**src/rtl/irrig_pkg.sv**
```systemverilog
// Shared types and constants for the irrigation controller's timing blocks.
package irrig_pkg;

    typedef enum logic [1:0] {
        ST_IDLE  = 2'd0,
        ST_RUN   = 2'd1,
        ST_PAUSE = 2'd2,
        ST_DONE  = 2'd3
    } timer_state_t;

    localparam int BCD_MAX_UNITS    = 9;
    localparam int BCD_MAX_SEC_TENS = 5;

    // Segment patterns ordered {a,b,c,d,e,f,g}, 1 = lit
    localparam logic [6:0] SEG_0     = 7'b1111110;
    localparam logic [6:0] SEG_1     = 7'b0110000;
    localparam logic [6:0] SEG_2     = 7'b1101101;
    localparam logic [6:0] SEG_3     = 7'b1111001;
    localparam logic [6:0] SEG_4     = 7'b0110011;
    localparam logic [6:0] SEG_5     = 7'b1011011;
    localparam logic [6:0] SEG_6     = 7'b1011111;
    localparam logic [6:0] SEG_7     = 7'b1110000;
    localparam logic [6:0] SEG_8     = 7'b1111111;
    localparam logic [6:0] SEG_9     = 7'b1111011;
    localparam logic [6:0] SEG_BLANK = 7'b0000000;

    function automatic logic [6:0] seg_lookup(input logic [3:0] digit);
        logic [6:0] pat;
        case (digit)
            4'd0:    pat = SEG_0;
            4'd1:    pat = SEG_1;
            4'd2:    pat = SEG_2;
            4'd3:    pat = SEG_3;
            4'd4:    pat = SEG_4;
            4'd5:    pat = SEG_5;
            4'd6:    pat = SEG_6;
            4'd7:    pat = SEG_7;
            4'd8:    pat = SEG_8;
            4'd9:    pat = SEG_9;
            default: pat = SEG_BLANK;
        endcase
        return pat;
    endfunction

endpackage

```
**src/rtl/bcd_down_digit.sv**
```systemverilog
// One BCD digit of a down-counting borrow chain; wraps 0 -> MAX and borrows.
module bcd_down_digit #(
    parameter int MAX = 9
) (
    input  logic       clk,
    input  logic       rst_n,
    input  logic       load,
    input  logic [3:0] load_val,
    input  logic       dec_en,
    output logic [3:0] q,
    output logic       borrow_out
);

    logic [3:0] q_q;

    // Load has priority over decrement
    always_ff @(posedge clk or negedge rst_n) begin
        if (!rst_n) begin
            q_q <= 4'd0;
        end else if (load) begin
            q_q <= load_val;
        end else if (dec_en) begin
            q_q <= (q_q == 4'd0) ? 4'(MAX) : q_q - 4'd1;
        end
    end

    assign q          = q_q;
    assign borrow_out = dec_en && (q_q == 4'd0);

endmodule

```
**src/rtl/countdown_timer.sv**
```systemverilog
// MM:SS BCD countdown timer with pause/resume, expiry flag and 4-digit
// multiplexed 7-segment drive.
//
// state    | meaning
// ---------+------------------------------------------------
// ST_IDLE  | preset loaded (or reset), waiting for start
// ST_RUN   | decrementing one second per tick_1hz
// ST_PAUSE | count held, start resumes
// ST_DONE  | reached 00:00, expired held until load/reset
module countdown_timer
    import irrig_pkg::*;
#(
    parameter bit DIG_ACT_LOW = 1'b1,
    parameter bit SEG_ACT_LOW = 1'b1,
    parameter int MAX_DZ_MIN  = 9
) (
    input  logic       clk,
    input  logic       rst_n,
    input  logic       tick_1hz,
    input  logic       scan_tick,
    input  logic       load,
    input  logic       start,
    input  logic       pause,
    input  logic [3:0] preset_dz_min,
    input  logic [3:0] preset_und_min,
    input  logic [3:0] preset_dz_sec,
    input  logic [3:0] preset_und_sec,
    output logic [3:0] dz_min,
    output logic [3:0] und_min,
    output logic [3:0] dz_sec,
    output logic [3:0] und_sec,
    output logic       running,
    output logic       expired,
    output logic       done,
    output logic       load_err,
    output logic       d0,
    output logic       d1,
    output logic       d2,
    output logic       d3,
    output logic       a,
    output logic       b,
    output logic       c,
    output logic       d,
    output logic       e,
    output logic       f,
    output logic       g
);

    timer_state_t state_q, state_d;
    logic         done_q, done_d;
    logic         load_err_q;
    logic [1:0]   idx_q, idx_d;
    logic [3:0]   en_q;
    logic [6:0]   seg_q;
    logic [3:0]   shown_digit;

    logic preset_ok, load_ok, count_zero, last_sec, tick_dec;
    logic brw_us, brw_ds, brw_um, brw_dm;

    assign preset_ok = (preset_und_sec <= 4'(BCD_MAX_UNITS))
                    && (preset_dz_sec  <= 4'(BCD_MAX_SEC_TENS))
                    && (preset_und_min <= 4'(BCD_MAX_UNITS))
                    && (preset_dz_min  <= 4'(MAX_DZ_MIN));
    assign load_ok    = load && preset_ok;
    assign count_zero = ({dz_min, und_min, dz_sec, und_sec} == 16'h0000);
    assign last_sec   = ({dz_min, und_min, dz_sec, und_sec} == 16'h0001);
    // Any higher-priority command in the same cycle swallows the tick
    assign tick_dec   = tick_1hz && (state_q == ST_RUN) && !load && !start && !pause;

    bcd_down_digit #(.MAX(BCD_MAX_UNITS)) u_und_sec (
        .clk(clk), .rst_n(rst_n), .load(load_ok), .load_val(preset_und_sec),
        .dec_en(tick_dec), .q(und_sec), .borrow_out(brw_us)
    );
    bcd_down_digit #(.MAX(BCD_MAX_SEC_TENS)) u_dz_sec (
        .clk(clk), .rst_n(rst_n), .load(load_ok), .load_val(preset_dz_sec),
        .dec_en(brw_us), .q(dz_sec), .borrow_out(brw_ds)
    );
    bcd_down_digit #(.MAX(BCD_MAX_UNITS)) u_und_min (
        .clk(clk), .rst_n(rst_n), .load(load_ok), .load_val(preset_und_min),
        .dec_en(brw_ds), .q(und_min), .borrow_out(brw_um)
    );
    // In RUN the count is never 00:00, so this digit never actually wraps
    bcd_down_digit #(.MAX(MAX_DZ_MIN)) u_dz_min (
        .clk(clk), .rst_n(rst_n), .load(load_ok), .load_val(preset_dz_min),
        .dec_en(brw_um), .q(dz_min), .borrow_out(brw_dm)
    );

    // Next state with priority load > start > pause > tick
    always_comb begin
        state_d = state_q;
        done_d  = 1'b0;
        if (load) begin
            if (preset_ok) state_d = ST_IDLE;
        end else if (start) begin
            if (state_q == ST_IDLE || state_q == ST_PAUSE) begin
                if (count_zero) begin
                    state_d = ST_DONE;
                    done_d  = 1'b1;
                end else begin
                    state_d = ST_RUN;
                end
            end
        end else if (pause) begin
            if (state_q == ST_RUN) state_d = ST_PAUSE;
        end else if (tick_dec && last_sec) begin
            state_d = ST_DONE;
            done_d  = 1'b1;
        end
    end

    // State and one-cycle status pulses
    always_ff @(posedge clk or negedge rst_n) begin
        if (!rst_n) begin
            state_q    <= ST_IDLE;
            done_q     <= 1'b0;
            load_err_q <= 1'b0;
        end else begin
            state_q    <= state_d;
            done_q     <= done_d;
            load_err_q <= load && !preset_ok;
        end
    end

    assign idx_d = scan_tick ? idx_q + 2'd1 : idx_q;

    // Digit shown at the upcoming index; d0 is minutes tens
    always_comb begin
        shown_digit = dz_min;
        case (idx_d)
            2'd0: shown_digit = dz_min;
            2'd1: shown_digit = und_min;
            2'd2: shown_digit = dz_sec;
            2'd3: shown_digit = und_sec;
            default: shown_digit = dz_min;
        endcase
    end

    // Display registers: enable and segments refresh every cycle from the next index
    always_ff @(posedge clk or negedge rst_n) begin
        if (!rst_n) begin
            idx_q <= 2'd0;
            en_q  <= 4'b0001;
            seg_q <= SEG_0;
        end else begin
            idx_q <= idx_d;
            en_q  <= 4'b0001 << idx_d;
            seg_q <= seg_lookup(shown_digit);
        end
    end

    assign running  = (state_q == ST_RUN);
    assign expired  = (state_q == ST_DONE);
    assign done     = done_q;
    assign load_err = load_err_q;

    assign d0 = en_q[0] ^ DIG_ACT_LOW;
    assign d1 = en_q[1] ^ DIG_ACT_LOW;
    assign d2 = en_q[2] ^ DIG_ACT_LOW;
    assign d3 = en_q[3] ^ DIG_ACT_LOW;

    assign a = seg_q[6] ^ SEG_ACT_LOW;
    assign b = seg_q[5] ^ SEG_ACT_LOW;
    assign c = seg_q[4] ^ SEG_ACT_LOW;
    assign d = seg_q[3] ^ SEG_ACT_LOW;
    assign e = seg_q[2] ^ SEG_ACT_LOW;
    assign f = seg_q[1] ^ SEG_ACT_LOW;
    assign g = seg_q[0] ^ SEG_ACT_LOW;

endmodule

```
**config.mk**
```make
export PLATFORM = sky130hd
export DESIGN_NAME = countdown_timer
export DESIGN_NICKNAME = d
export VERILOG_FILES = /design/src/rtl/irrig_pkg.sv /design/src/rtl/bcd_down_digit.sv /design/src/rtl/countdown_timer.sv
export SDC_FILE = /design/constraint.sdc
export NUM_CORES = 1
export LEC_CHECK = 0
export ABC_AREA = 1
export CORE_ASPECT_RATIO = 0.7
export CORE_MARGIN = 5
export CORE_UTILIZATION = 50
export DETAILED_ROUTE_END_ITERATION = 7
export GPL_ROUTABILITY_DRIVEN = 0
export GPL_TIMING_DRIVEN = 0
export PLACE_DENSITY = 0.86
export RECOVER_POWER = 50
export SKIP_LAST_GASP = 1
export SYNTH_ARGS = -nofsm -noshare
export SYNTH_HDL_FRONTEND = slang
export SYNTH_SLANG_ARGS = --single-unit
```
**constraint.sdc**
```tcl
create_clock -name clk -period 1.9 [get_ports clk]
set_input_delay 0.285 -clock clk [delete_from_list [all_inputs] [get_ports clk]]
set_output_delay 0.285 -clock clk [all_outputs]
set_load 0.005 [all_outputs]
```
### Yosys cells after proc, flatten, opt, wreduce, memory -nomap -nowiden

Memory sizes are Yosys's and may differ from the RTL's. A register that Yosys moved wholly into a read port is not among the register bits.
Cells that the tools add are included.

* add/subtract/negate cells: 5
* magnitude comparators: 4
* equality and inequality tests: 10
* shifts and indexed selects: 1
* muxes and demuxes: 28
* bitwise gates (word level): 11
* reductions and logical operators: 32

Operators with widths (count)
* 4-bit 2-to-1 mux: 12
* 2-bit 2-to-1 mux: 9
* 16-bit by 1-bit == test with 1-bit output, second input constant: 1
* 16-bit logical NOT: 1
* 4-bit logical NOT: 4
* 4-bit one-hot mux with 4 select lines: 1
* 4-bit by 1-bit subtractor with 4-bit output, second input constant: 4
* 1-bit logical AND: 13
* 4-bit <= comparator, second input constant: 3
* 1-bit inverter: 11
* 2-bit == test, second input constant: 4
* 2-bit nonzero test: 4
* 1-bit 2-to-1 mux: 6
* 1-bit logical NOT: 5
* 2-bit by 1-bit == test with 1-bit output, second input constant: 2
* 4-bit by 3-bit <= comparator with 1-bit output, second input constant: 1
* 2-bit logical NOT: 2
* 4-bit by 3-bit inequality test with 1-bit output, second input constant: 1
* 4-bit AND reduction: 1
* 4-bit nonzero test: 1
* 1-bit by 2-bit << shifter with 4-bit output, first input constant: 1
* 3-bit by 2-bit inequality test with 1-bit output, second input constant: 1
* 2-bit by 1-bit adder with 2-bit output, second input constant: 1
* 2-bit by 1-bit inequality test with 1-bit output, second input constant: 1
* 1-bit logical OR: 1

* register bits after elaboration: 26
* ROM bits: 112
* input port bits: 23
* output and inout bits: 31
* word-level logic and storage cells: 101
* memories kept: 1

Memory list
* (name not given): depth 16, width 7, read ports 1, clocked after memory_dff 1, wr ports 0, line irrig_pkg.sv:29 `case (digit)`

### Longest topological paths before layout

* word-level depth: 10
* mapped depth: 14
* mapped depth without buffers: 14

### Modules after synthesis

Synthesis repeated with hierarchy kept, for this count alone.

* cells, all modules: 325
* area total of the unflattened synthesis: 2187.1 um^2

Modules (own cells, without submodules)
* countdown_timer: instances 1, cells an instance 183, area each 1239.9 um^2, seq. area each 434.2 um^2
* bcd_down_digit (u_dz_min ...): instances 3, cells an instance 37, area each 244.0 um^2, seq. area each 100.1 um^2
* bcd_down_digit (u_dz_sec): instances 1, cells an instance 31, area each 215.2 um^2, seq. area each 100.1 um^2

### Worst setup path after synthesis

OpenSTA, ideal clock, no wires.

* path kind: register to register
* start point: reg idx_q[0]
* end point: reg seg_q[3]
* library setup time: 77 ps
* arrival: 1638 ps
* required time: 1823 ps
* path slack: 185 ps
* stages on the path, launching flop included: 13
* buffers on the path: 1
* period minus slack after synthesis: 1715 ps
* cells stage by stage: dfrtp_1 nand2_2 nand2_2 buf_6 o21ai_1 nand3_1 nand2_1 inv_1 ha_1 nand2_1 nand2_1 nand2_1 nand2_1

* cells in the longest elaborated chain, start to end: 4
* elaborated cells on any way between the ends: 7
* classes of those cells: 1 x add/sub; 3 x eq/ne; 2 x mux; 1 x reduce/logical

RTL lines
* start: declaration: line countdown_timer.sv:52 `logic [1:0] idx_q, idx_d;`
* start signal: assignment: line countdown_timer.sv:145 `idx_q <= idx_d;`
* 2-bit by 1-bit adder with 2-bit output: line countdown_timer.sv:124 `assign idx_d = scan_tick ? idx_q + 2'd1 : idx_q;`
* 2-bit 2-to-1 mux *: line countdown_timer.sv:124
* 2-bit == test (tied with other cells): line countdown_timer.sv:129 `case (idx_d)`
* 4-bit one-hot mux with 4 select lines *: line countdown_timer.sv:129
* end: declaration: line countdown_timer.sv:54 `logic [6:0] seg_q;`

Every way passes the cells marked *; elsewhere a longest branch is shown, timed or not.
A chain may end at the register's enable or synchronous reset.

### Final worst setup path

Ends and elaborated chain as after synthesis.

==> results by group <==
Detailed routing
  • Drc violations: 0
  • Antenna viol nets, final: 0
  • Initial DRC count: around 110
  • Per-cell routed wire length: around 13 µm
  • DR vias: approximately 2100
  • Via density: 5.08
  • Highest metal used: met4
  • Pre-antenna DRT Iters: 4
  • M1 wire length: 2500 µm
  • Met2 Wirelength: about 2300 µm
  • Routed Wire Length: approximately 5300 µm
  • Metal3 WL: 394 µm

Die
  • Std cell rows: 20
  • I/O Pins: 54
  • Chip width: 89.3 µm
  • Starting density of the core: 0.511
  • Die Area: about 0.0058 mm²
  • Die Y: around 65 µm
  • Core area: between 0.004 and 0.005 mm²

Timing
  • # setup viols final: 0
  • Worst slew margin: 0.512
  • Final min period: 1.80 ns
  • Setup ws final: approximately 0.098 ns
  • Maximum clock frequency: approximately 0.55 GHz
  • Min Hold Slack: ~0.057 ns
  • RSZ-0062 raised after global routing: true
  • Worst-Margin Slew: roughly 0.73 ns
  • Final Hold Viols: 0
  • Final Max Tran Viols: 0
  • Final period utilization: 0.948
  • Clk_skew: between 0.005 and 0.006 ns

Synth
  • Netlist cell types: 31
  • Synth Area in Compound Gates: 0.103
  • Yosys reg bits: 33
  • Adder-cell area share of the yosys netlist: 0.0341
  • Syn Area/Cell: approximately 7.4 µm²
  • Largest family of logic cells by synthesized area: simple AND/OR/NAND/NOR gates
  • Mapped Cells: slightly below 300
  • Yosys warns: 0
  • Sequential-to-total area share from yosys stat: 0.379
  • Multiplexer share of the synthesized area: 0
  • Synth Area in XOR/XNOR: 0
  • Synth Net Count: ~330
  • Simple-Gate Fraction of Synth Area: 0.384
  • Mapped Area: about 0.0022 mm²

Worst setup path
  • Cell family with most CP delay: simple AND/OR/NAND/NOR gates
  • Crit path required time: ~2.1 ns
  • R2R Setup Slk: about 0.1 ns
  • CP max-delay cell: dfrtp_2
  • R2R Path End: seg_q[3]
  • Critical path class: reg2reg
  • WP buf/inv: 2
  • Critical-path cell list: nand2_4 > nand2_4 > buf_6 > o21ai_1 > nand3_1 > nand2_2 > inv_1 > ha_1 > nand2_1 > nand2_1 > nand2_1 > nand2_1
  • CP Capture Type: flop
  • Crit Path Max Fanout: 10
  • Critical Path Most Common Cell: nand2_1
  • Max incr delay on CP: roughly 0.44 ns
  • R2R Path Start: idx_q[0]
  • Worst Path Arrival: 2.02 ns
  • R2R depth: 12
  • CP startpoint kind: flop

Cells and area
  • Fillers: roughly 370
  • Layout cells sized above 1: 0.185
  • Layout Nets: between 300 and 400
  • N_diodes: 0
  • Final instance area: 0.00293 mm²
  • Area growth, synth to finish: 33.4%
  • Post-route insts no fill: about 420

Power
  • Max IR drop VDD: about 0.62 mV
  • Internal power: around 2.2 mW
  • Comb pwr share: 0.498
  • Sw power: between 1 and 1.5 mW
  • Leak: ~1.5 nW
  • Pwr Total: 3.63 mW
  • Net Sw Frac: 0.399
  • Share of total power in the clock network: 0.162
  • Sequential group share of total power: 0.340
  • Pwr dens: approximately 1200 mW/mm²

Flow run
  • Maxcap violations: 0

Clocking
  • CTS Buf Count: 5
  • Clock Latency Late Sink: slightly below 0.3 ns
  • H-tree levels: 2
  • Clk pin slew, worst setup/hold paths: 0.07 ns
  • CTS sink count: 33
  • CTS tree: built
  • Clock root cell: clkbuf_8
  • CTS Buffer Depth: 2

Placed design
  • Port bufs: 53
  • HPWL Detailed: slightly above 4000 µm
  • Placed cell count: just over 400
  • DP Worst Slack: -0.426 ns
  • Dpl cell area: ~0.0028 mm²

GRT
  • Vias in the first global route: approximately 2000
  • Total track usage: 0.196
  • First-pass GRT wire length: 8900 µm
  • Initial antenna violation count: 0
  • Largest net degree at the start of global routing: 34
  • GR Overflow Total: 0

Min path
  • Hold Crit Class: in2async

Status
  • Outcome: finished clean
repair_timing:
action	CTS	global route
hold buffers	0	0
buffers inserted	1	2
setup endpoints to repair	4	5
resized for setup	3	4
pin swaps	2	2
synth_stat cells:
cell	count	area share
nor3_1	1	0.0023
o21ai_0	13	0.030
o211ai_1	5	0.017
and2_1	1	0.0028
nand2_2	10	0.028
o22ai_1	1	0.0028
nor2_1	14	0.024
inv_2	10	0.017
nor3_2	1	0.0046
o21ai_1	12	0.027
nand3_1	29	0.066
o21ai_2	1	0.0040
nor2_4	5	0.026
ha_1	6	0.034
nand4_4	1	0.0097
nand2_1	83	0.14
nor2_2	1	0.0028
o21bai_2	1	0.0051
o21a_1	1	0.0034
buf_2	1	0.0023
nand4_1	5	0.014
nand4_2	1	0.0057
dfstp_2	7	0.084
clkbuf_1	1	0.0017
nand3_2	7	0.032
inv_1	43	0.073
nand2_4	3	0.015
nor2_8	1	0.0091
buf_6	1	0.0051
a21oi_1	6	0.014
dfrtp_1	26	0.30
per-stage QoR:
step,utilization,setup TNS [ns]
finish,0.682,0
floorplan,-,0
global route,0.682,-0.0312
global placement,0.650,-5.06
CTS,0.676,0
detailed placement,0.649,-2.56
power groups by stage:
stage	Sequential, mW	Combinational [mW]	Clock [mW]
6_report	1.24	1.81	0.588
5_1_grt	1.27	2.02	0.637
4_1_cts	1.23	1.77	0.600
3_5_place_dp	1.24	1.74	0
3_3_place_gp	1.23	1.69	0
2_1_floorplan	1.18	1.05	0
registers in the layout, indices dropped and copies added, names as in the netlist:
register     cells
done             1
en_q             4
idx_q            2
load_err         1
seg_q            7
state_q          2
u_dz_min.q       4
u_dz_sec.q       4
u_und_min.q      4
u_und_sec.q      4
placed cells by master (no fill, tap or decap), drive strengths merged, types with 2 or more instances in the layout:
cell type       n
buf             6
nand3          36
o211ai          5
dfrtp          26
o21ai          26
dfstp           7
nand2          96
a21oi           6
nor3            2
clkbuf          8
nor2           21
nand4           7
inv            53
ha              6
clkdlybuf4s50  51
layout make-up:
class | count | area [µm²] | share of cell area
inverters | 53 | 199 | 0.0678
flip-flops and latches | 33 | 837 | 0.285
clock inverters | 1 | 5.00 | 0.00171
repair buffers | 56 | 547 | 0.186
well taps | 55 | 68.8 | 0.0235
clock buffers | 7 | 96.3 | 0.0328
plain buffers | 3 | 20.0 | 0.00682
multi-input cells | 209 | 1160 | 0.396
how the worst max path moves through the flow:
stage / from / to / slack [ns] / cells past startpoint
global route: idx_q[0] / seg_q[3] / -0.03 / 12
floorplan: idx_q[0] / seg_q[3] / 0.19 / 12
CTS: idx_q[0] / seg_q[3] / 0.06 / 12
global placement: scan_tick / seg_q[3] / -0.40 / 13
finish: idx_q[0] / seg_q[3] / 0.1 / 12
detailed placement: scan_tick / seg_q[3] / -0.43 / 14
logic make-up (layout without fill, tap and decap cells):
group                      Yosys count  count (layout)
AOI/OAI and AO/OA                   40              40
adders and majority gates            6               6
buffers and inverters               56             120
DFF                                 33              33
and+or+nand+nor                    163             163
layer usage:
metal  global-route usage  vias to the layer above
met2                0.293                       74
met3               0.0489                       14
met1                0.271                      956
met5                    0                        -
li1                     -                     1074
met4               0.0725                        0
No activity file was read; power rests on OpenSTA's default activity.
